<file path="config.mk">
export PLATFORM = sky130hd
export DESIGN_NAME = add_sequencer
export DESIGN_NICKNAME = d
export VERILOG_FILES = /design/src/rtl/add_seq_pkg.sv /design/src/rtl/full_adder_16.sv /design/src/rtl/add_sequencer.sv
export SDC_FILE = /design/constraint.sdc
export NUM_CORES = 1
export LEC_CHECK = 0
export CAP_MARGIN = 20
export CORE_MARGIN = 2
export CORE_UTILIZATION = 55
export CTS_CLUSTER_DIAMETER = 30
export DETAILED_ROUTE_END_ITERATION = 10
export PLACE_DENSITY = 0.95
export SLEW_MARGIN = 10
export SYNTH_ARGS = -nofsm -noshare
export SYNTH_HDL_FRONTEND = slang
export SYNTH_SLANG_ARGS = --single-unit
</file>
<file path="constraint.sdc">
create_clock -name clk -period 5.5 [get_ports clk]
set_input_delay 1.1 -clock clk [delete_from_list [all_inputs] [get_ports clk]]
set_output_delay 1.1 -clock clk [all_outputs]
set_load 0.02 [all_outputs]
</file>
<file path="src/rtl/add_seq_pkg.sv">
// rtl/add_seq_pkg.sv - shared types and constants for the wide add/subtract sequencer
package add_seq_pkg;

  localparam int SLICE_W = 16;

  localparam logic OP_ADD = 1'b0;
  localparam logic OP_SUB = 1'b1;

  typedef enum logic [1:0] {
    IDLE = 2'd0,
    RUN  = 2'd1,
    DONE = 2'd2
  } seq_state_e;

endpackage

</file>
<file path="src/rtl/full_adder_16.sv">
// rtl/full_adder_16.sv - 16-bit adder slice with carry in and carry out
module full_adder_16 (
  input  logic [15:0] i_a,
  input  logic [15:0] i_b,
  input  logic        i_cin,
  output logic [15:0] o_sum,
  output logic        o_cout
);

  assign {o_cout, o_sum} = {1'b0, i_a} + {1'b0, i_b} + {16'd0, i_cin};

endmodule

</file>
<file path="src/rtl/add_sequencer.sv">
// rtl/add_sequencer.sv - multi-cycle wide add/subtract built from one shared 16-bit adder slice
module add_sequencer
  import add_seq_pkg::*;
#(
  parameter int WORDS = 4
) (
  input  logic                       clk,
  input  logic                       rst,
  input  logic                       req_valid,
  output logic                       req_ready,
  input  logic                       req_sub,
  input  logic [SLICE_W*WORDS-1:0]   req_a,
  input  logic [SLICE_W*WORDS-1:0]   req_b,
  output logic                       rsp_valid,
  input  logic                       rsp_ready,
  output logic [SLICE_W*WORDS-1:0]   rsp_sum,
  output logic                       rsp_cout,
  output logic                       rsp_ovf,
  output logic                       busy
);

  localparam int DATA_W = SLICE_W * WORDS;
  localparam int IDX_W  = (WORDS > 1) ? $clog2(WORDS) : 1;
  localparam logic [IDX_W-1:0] LAST_IDX = IDX_W'(WORDS - 1);

  seq_state_e          r_state;
  logic [IDX_W-1:0]    r_idx;
  logic                r_carry;
  logic [DATA_W-1:0]   r_a;
  logic [DATA_W-1:0]   r_b;
  logic [DATA_W-1:0]   r_sum;
  logic                r_cout;
  logic                r_ovf;

  logic [SLICE_W-1:0]  w_slice_a;
  logic [SLICE_W-1:0]  w_slice_b;
  logic [SLICE_W-1:0]  w_slice_sum;
  logic                w_slice_cout;
  logic                w_accept;

  assign w_slice_a = r_a[int'(r_idx)*SLICE_W +: SLICE_W];
  assign w_slice_b = r_b[int'(r_idx)*SLICE_W +: SLICE_W];

  full_adder_16 u_adder (
    .i_a    (w_slice_a),
    .i_b    (w_slice_b),
    .i_cin  (r_carry),
    .o_sum  (w_slice_sum),
    .o_cout (w_slice_cout)
  );

  assign req_ready = (r_state == IDLE) && !rst;
  assign w_accept  = req_valid && req_ready;
  assign rsp_valid = (r_state == DONE);
  assign busy      = (r_state != IDLE);
  assign rsp_sum   = r_sum;
  assign rsp_cout  = r_cout;
  assign rsp_ovf   = r_ovf;

  always_ff @(posedge clk) begin
    if (rst) begin
      r_state <= IDLE;
      r_idx   <= '0;
      r_carry <= 1'b0;
      r_a     <= '0;
      r_b     <= '0;
      r_sum   <= '0;
      r_cout  <= 1'b0;
      r_ovf   <= 1'b0;
    end else begin
      case (r_state)
        IDLE: begin
          if (w_accept) begin
            // Subtract is A + ~B + 1: invert B here and seed the carry with 1.
            r_a     <= req_a;
            r_b     <= (req_sub == OP_ADD) ? req_b : ~req_b;
            r_carry <= (req_sub == OP_SUB);
            r_idx   <= '0;
            r_state <= RUN;
          end
        end
        RUN: begin
          r_sum[int'(r_idx)*SLICE_W +: SLICE_W] <= w_slice_sum;
          r_carry <= w_slice_cout;
          if (r_idx == LAST_IDX) begin
            r_cout  <= w_slice_cout;
            r_ovf   <= (r_a[DATA_W-1] == r_b[DATA_W-1]) &&
                       (w_slice_sum[SLICE_W-1] != r_a[DATA_W-1]);
            r_idx   <= '0;
            r_state <= DONE;
          end else begin
            r_idx <= r_idx + 1'b1;
          end
        end
        DONE: begin
          if (rsp_ready) begin
            r_state <= IDLE;
          end
        end
        default: r_state <= IDLE;
      endcase
    end
  end

endmodule

</file>
==> run_results.csv <==
group,metric,value,unit
floorplanning,std_cell_rows,47,
yosys,synth_compound_area_frac,0.115,
worst_setup_path,crit_buf_inv,1,
yosys,synth_nets,1130,
yosys,synth_warnings,0,
min_path,whs_endpoint,"r_a[8]$_SDFFE_PP0P_",
cts,hold_buffers,0,
pwr,peakVddDrop,0.000265,V
final_layout,layoutNonFillerInstCount,1360,
worst_setup_path,max_stage_delay,1.02,ns
floorplanning,die-area,18000,µm²
cts,cts_made_buffers,17,
floorplanning,coreArea,16600,µm²
yosys,syn-instance-count,974,
min_path,worstHoldStart,"r_a[8]$_SDFFE_PP0P_",
detailed_routing,drt_pass1_iterations,6,
floorplanning,die_h,134,µm
cts,post_cts_resize_count,0,
yosys,synth.yosys.seq_area_share,0.426,
detailed_routing,drt_iter0_markers,866,
timing,setup_violations,0,
worst_setup_path,worstSetupEndpointType,"register",
grt,grt_pass1_wl,40100,µm
cts,clock-root-buffer,"clkbuf_16",
grt,grt_pass1_vias,7530,
worst_setup_path,ff2ff_setup_slack,1.56,ns
min_path,min_path_type,"reg -> reg",
worst_setup_path,rr_worst_depth,11,
grt,grt_max_degree,128,
final_layout,most-common-layout-cells,"clkdlybuf4s50_1 (199), dfxtp_1 (197), nand2_1 (146), nand3b_1 (146), o21ai_0 (79)",
timing,fmax,254,MHz
detailed_routing,via_per_inst,5.93,
cts,post_cts_buffers,0,
yosys,synthArstFlopShare,0,
cts,cts-htree-levels,4,
detailed_routing,num_vias,8062,
placement,dp_cells,1326,
timing,clock_skew,0.0109,ns
timing,min_period_over_period,0.717,
final_layout,final_nets,1282,
yosys,synthAdderAreaFrac,0.0324,
worst_setup_path,r2r_start,"r_idx[0]$_SDFFE_PP0P_",
final_layout,multiInputGateArea,4930,µm²
yosys,synth_top_cell_by_area,"dfxtp_1",
yosys,synth_xor_area_frac,0.0730,
worst_setup_path,r2r_end,"rsp_sum[10]$_SDFFE_PP0P_",
timing,holdWs,0.472,ns
placement,gp_congestion,0.878,
worst_setup_path,path_cells,"mux4_2 > fa_1 > inv_1 > fa_1 > nor2b_1 > o31ai_1 > a21oi_2 > nor2_1 > o21ai_0 > xnor2_1 > o21ai_0",
cts,worstSkewPairLatency,0.44,ns
timing,drv_slew,0,
grt,grt_antenna_before_repair,1,
timing,tns,0,ns
cts,cts.sinks,199,
worst_setup_path,critPathKind,"reg -> reg",
yosys,synth_top_family_by_area,"simple AND/OR/NAND/NOR gates",
outcome,status,"finished, final reports clean",
yosys,synth-simple-area-share,0.228,
detailed_routing,routed_wirelength,25900,µm
timing,rsz0062_at_grt,"no",
detailed_routing,antenna_left,0,
floorplanning,die_w,134,µm
yosys,ys_ff_latch,199,
run,max-cap-violations,0,
yosys,yosysUniqueCellTypes,51,
yosys,synthFlopType,"dfxtp_1",
min_path,whs_path_depth,2,
yosys,yosys-top-cells-area,"dfxtp_1 (43%), nand3b_1 (12%), mux4_2 (7.7%)",
floorplanning,num_io_pins,202,
final_layout,layout.area.seq,3990,µm²
worst_setup_path,worstPathArrival,4.24,ns
final_layout,drive_gt1_frac,0.0790,
worst_setup_path,crit_family,"flip-flops",
pwr,powerDensity,286,nW/µm²
cts,tritoncts,"done",
final_layout,area_growth,27.2,%
grt,track_usage,0.284,
timing,tightest_slew,1.04,ns
worst_setup_path,critPathLaunchType,"register",
timing,hold_viol_final,0,
placement,dp_hpwl,17800,µm
timing,max_slew_margin,0.306,
yosys,synth_area,9340,µm²
final_layout,layout_commonest_cell,"clkdlybuf4s50_1",
yosys,synth_top_area_share,0.426,
final_layout,fillers,1156,
cts,cts_max_path_buffers,2,
worst_setup_path,crit_path_top_delay_cell,"dfxtp_2",
cts,clk_pin_slew,0.07,ns
pwr,total_leakage_power,4.51,nW
timing,period_needed,3.94,ns
floorplanning,start_util,0.563,
yosys,synth_mux_area_frac,0.0782,
worst_setup_path,worst-path-max-fanout,32,
placement,port_buffers,201,
detailed_routing,drc,0,
yosys,syn_area_per_cell,9.59,µm²
yosys,synth-edff-count,0,
grt,grt_overflow,0,
detailed_routing,wl_per_cell,19.0,µm
worst_setup_path,worstPathRequired,5.79,ns
-- metrics by stage --
| step | power, W | utilization | instance area (µm²) | setup slack (ns) |
|---|---|---|---|---|
| after CTS | 0.00340 | 0.715 | 11900 | 1.53 |
| after floorplan | 0.00194 | - | 9340 | 2.13 |
| after global placement | 0.00214 | 0.680 | 11300 | 1.83 |
| after detailed placement | 0.00216 | 0.680 | 11300 | 1.68 |
| after global routing | 0.00351 | 0.717 | 11900 | 1.22 |
| final | 0.00340 | 0.717 | 11900 | 1.56 |
-- synthesized netlist by cell type (all sizes together), types with 2 or more instances --
cell type,count
a211oi,2
a21o,6
a21oi,22
a22oi,48
a31o,2
a31oi,2
buf,28
clkbuf,41
dfxtp,199
dlygate4sd1,4
fa,2
ha,21
inv,10
mux4,32
nand2,151
nand2b,6
nand3,3
nand3b,147
nand4,3
nor2,62
nor2b,3
nor3,5
o21a,2
o21ai,81
o21bai,2
o31ai,2
xnor2,70
xor2,7
-- power by group --
| group | internal [W] | switching, W |
|---|---|---|
| Sequential | 0.00152 | 0.0000688 |
| Combinational | 0.000270 | 0.000289 |
| Clock | 0.000689 | 0.000564 |
| Total | 0.00248 | 0.000922 |
-- worst min-delay path: stages, from the launching register on --
cell and delay (ns):
dfxtp_1 0.31, nand3b_1 0.07, nand2_1 0.05
-- registers in the layout (all words and copies together) (netlist names) --
register / flops
r_a: 64
r_b: 64
r_carry: 1
r_idx: 2
r_state: 2
rsp_cout: 1
rsp_ovf: 1
rsp_sum: 64
-- metal layers --
| layer | routed length [µm] | vias up | part of all wire | global-route usage |
|---|---|---|---|---|
| li1 | - | 3700 | - | - |
| met1 | 10600 | 3837 | 0.41 | 0.371 |
| met2 | 12400 | 455 | 0.48 | 0.465 |
| met3 | 2100 | 70 | 0.081 | 0.0540 |
| met4 | 826 | 0 | 0.032 | 0.116 |
| met5 | 0 | - | 0 | 0 |
-- cells by family (layout without fill, tap and decap cells) --
family,after synthesis,count (layout)
other,0,1
AND/OR/NAND/NOR,384,384
flip-flops,199,199
multiplexers,33,33
XOR/XNOR,77,77
buffers and inverters,84,249
adder cells (fa/ha/maj),23,23
AO/OA/AOI/OAI,174,174
-- worst max path at each step --
stage | startpoint | end | cells past startpoint
after floorplan | r_idx[0]$_SDFFE_PP0P_ | rsp_cout$_SDFFE_PP0P_ | 13
after global routing | r_idx[0]$_SDFFE_PP0P_ | rsp_sum[10]$_SDFFE_PP0P_ | 11
after CTS | r_idx[0]$_SDFFE_PP0P_ | rsp_sum[10]$_SDFFE_PP0P_ | 11
after detailed placement | r_idx[0]$_SDFFE_PP0P_ | rsp_sum[42]$_SDFFE_PP0P_ | 11
after global placement | r_idx[0]$_SDFFE_PP0P_ | rsp_sum[10]$_SDFFE_PP0P_ | 11
final | r_idx[0]$_SDFFE_PP0P_ | rsp_sum[10]$_SDFFE_PP0P_ | 11
-- layout make-up --
class / instances / share of cell area
well taps: 220 / 0.0232
flip-flops and latches: 199 / 0.335
repair buffers: 207 / 0.174
clock inverters: 12 / 0.0123
multi-input cells: 691 / 0.414
clock buffers: 20 / 0.0376
diodes: 1 / 0.000211
inverters: 10 / 0.00316
Note: power is estimated with default switching activity, not from simulation.
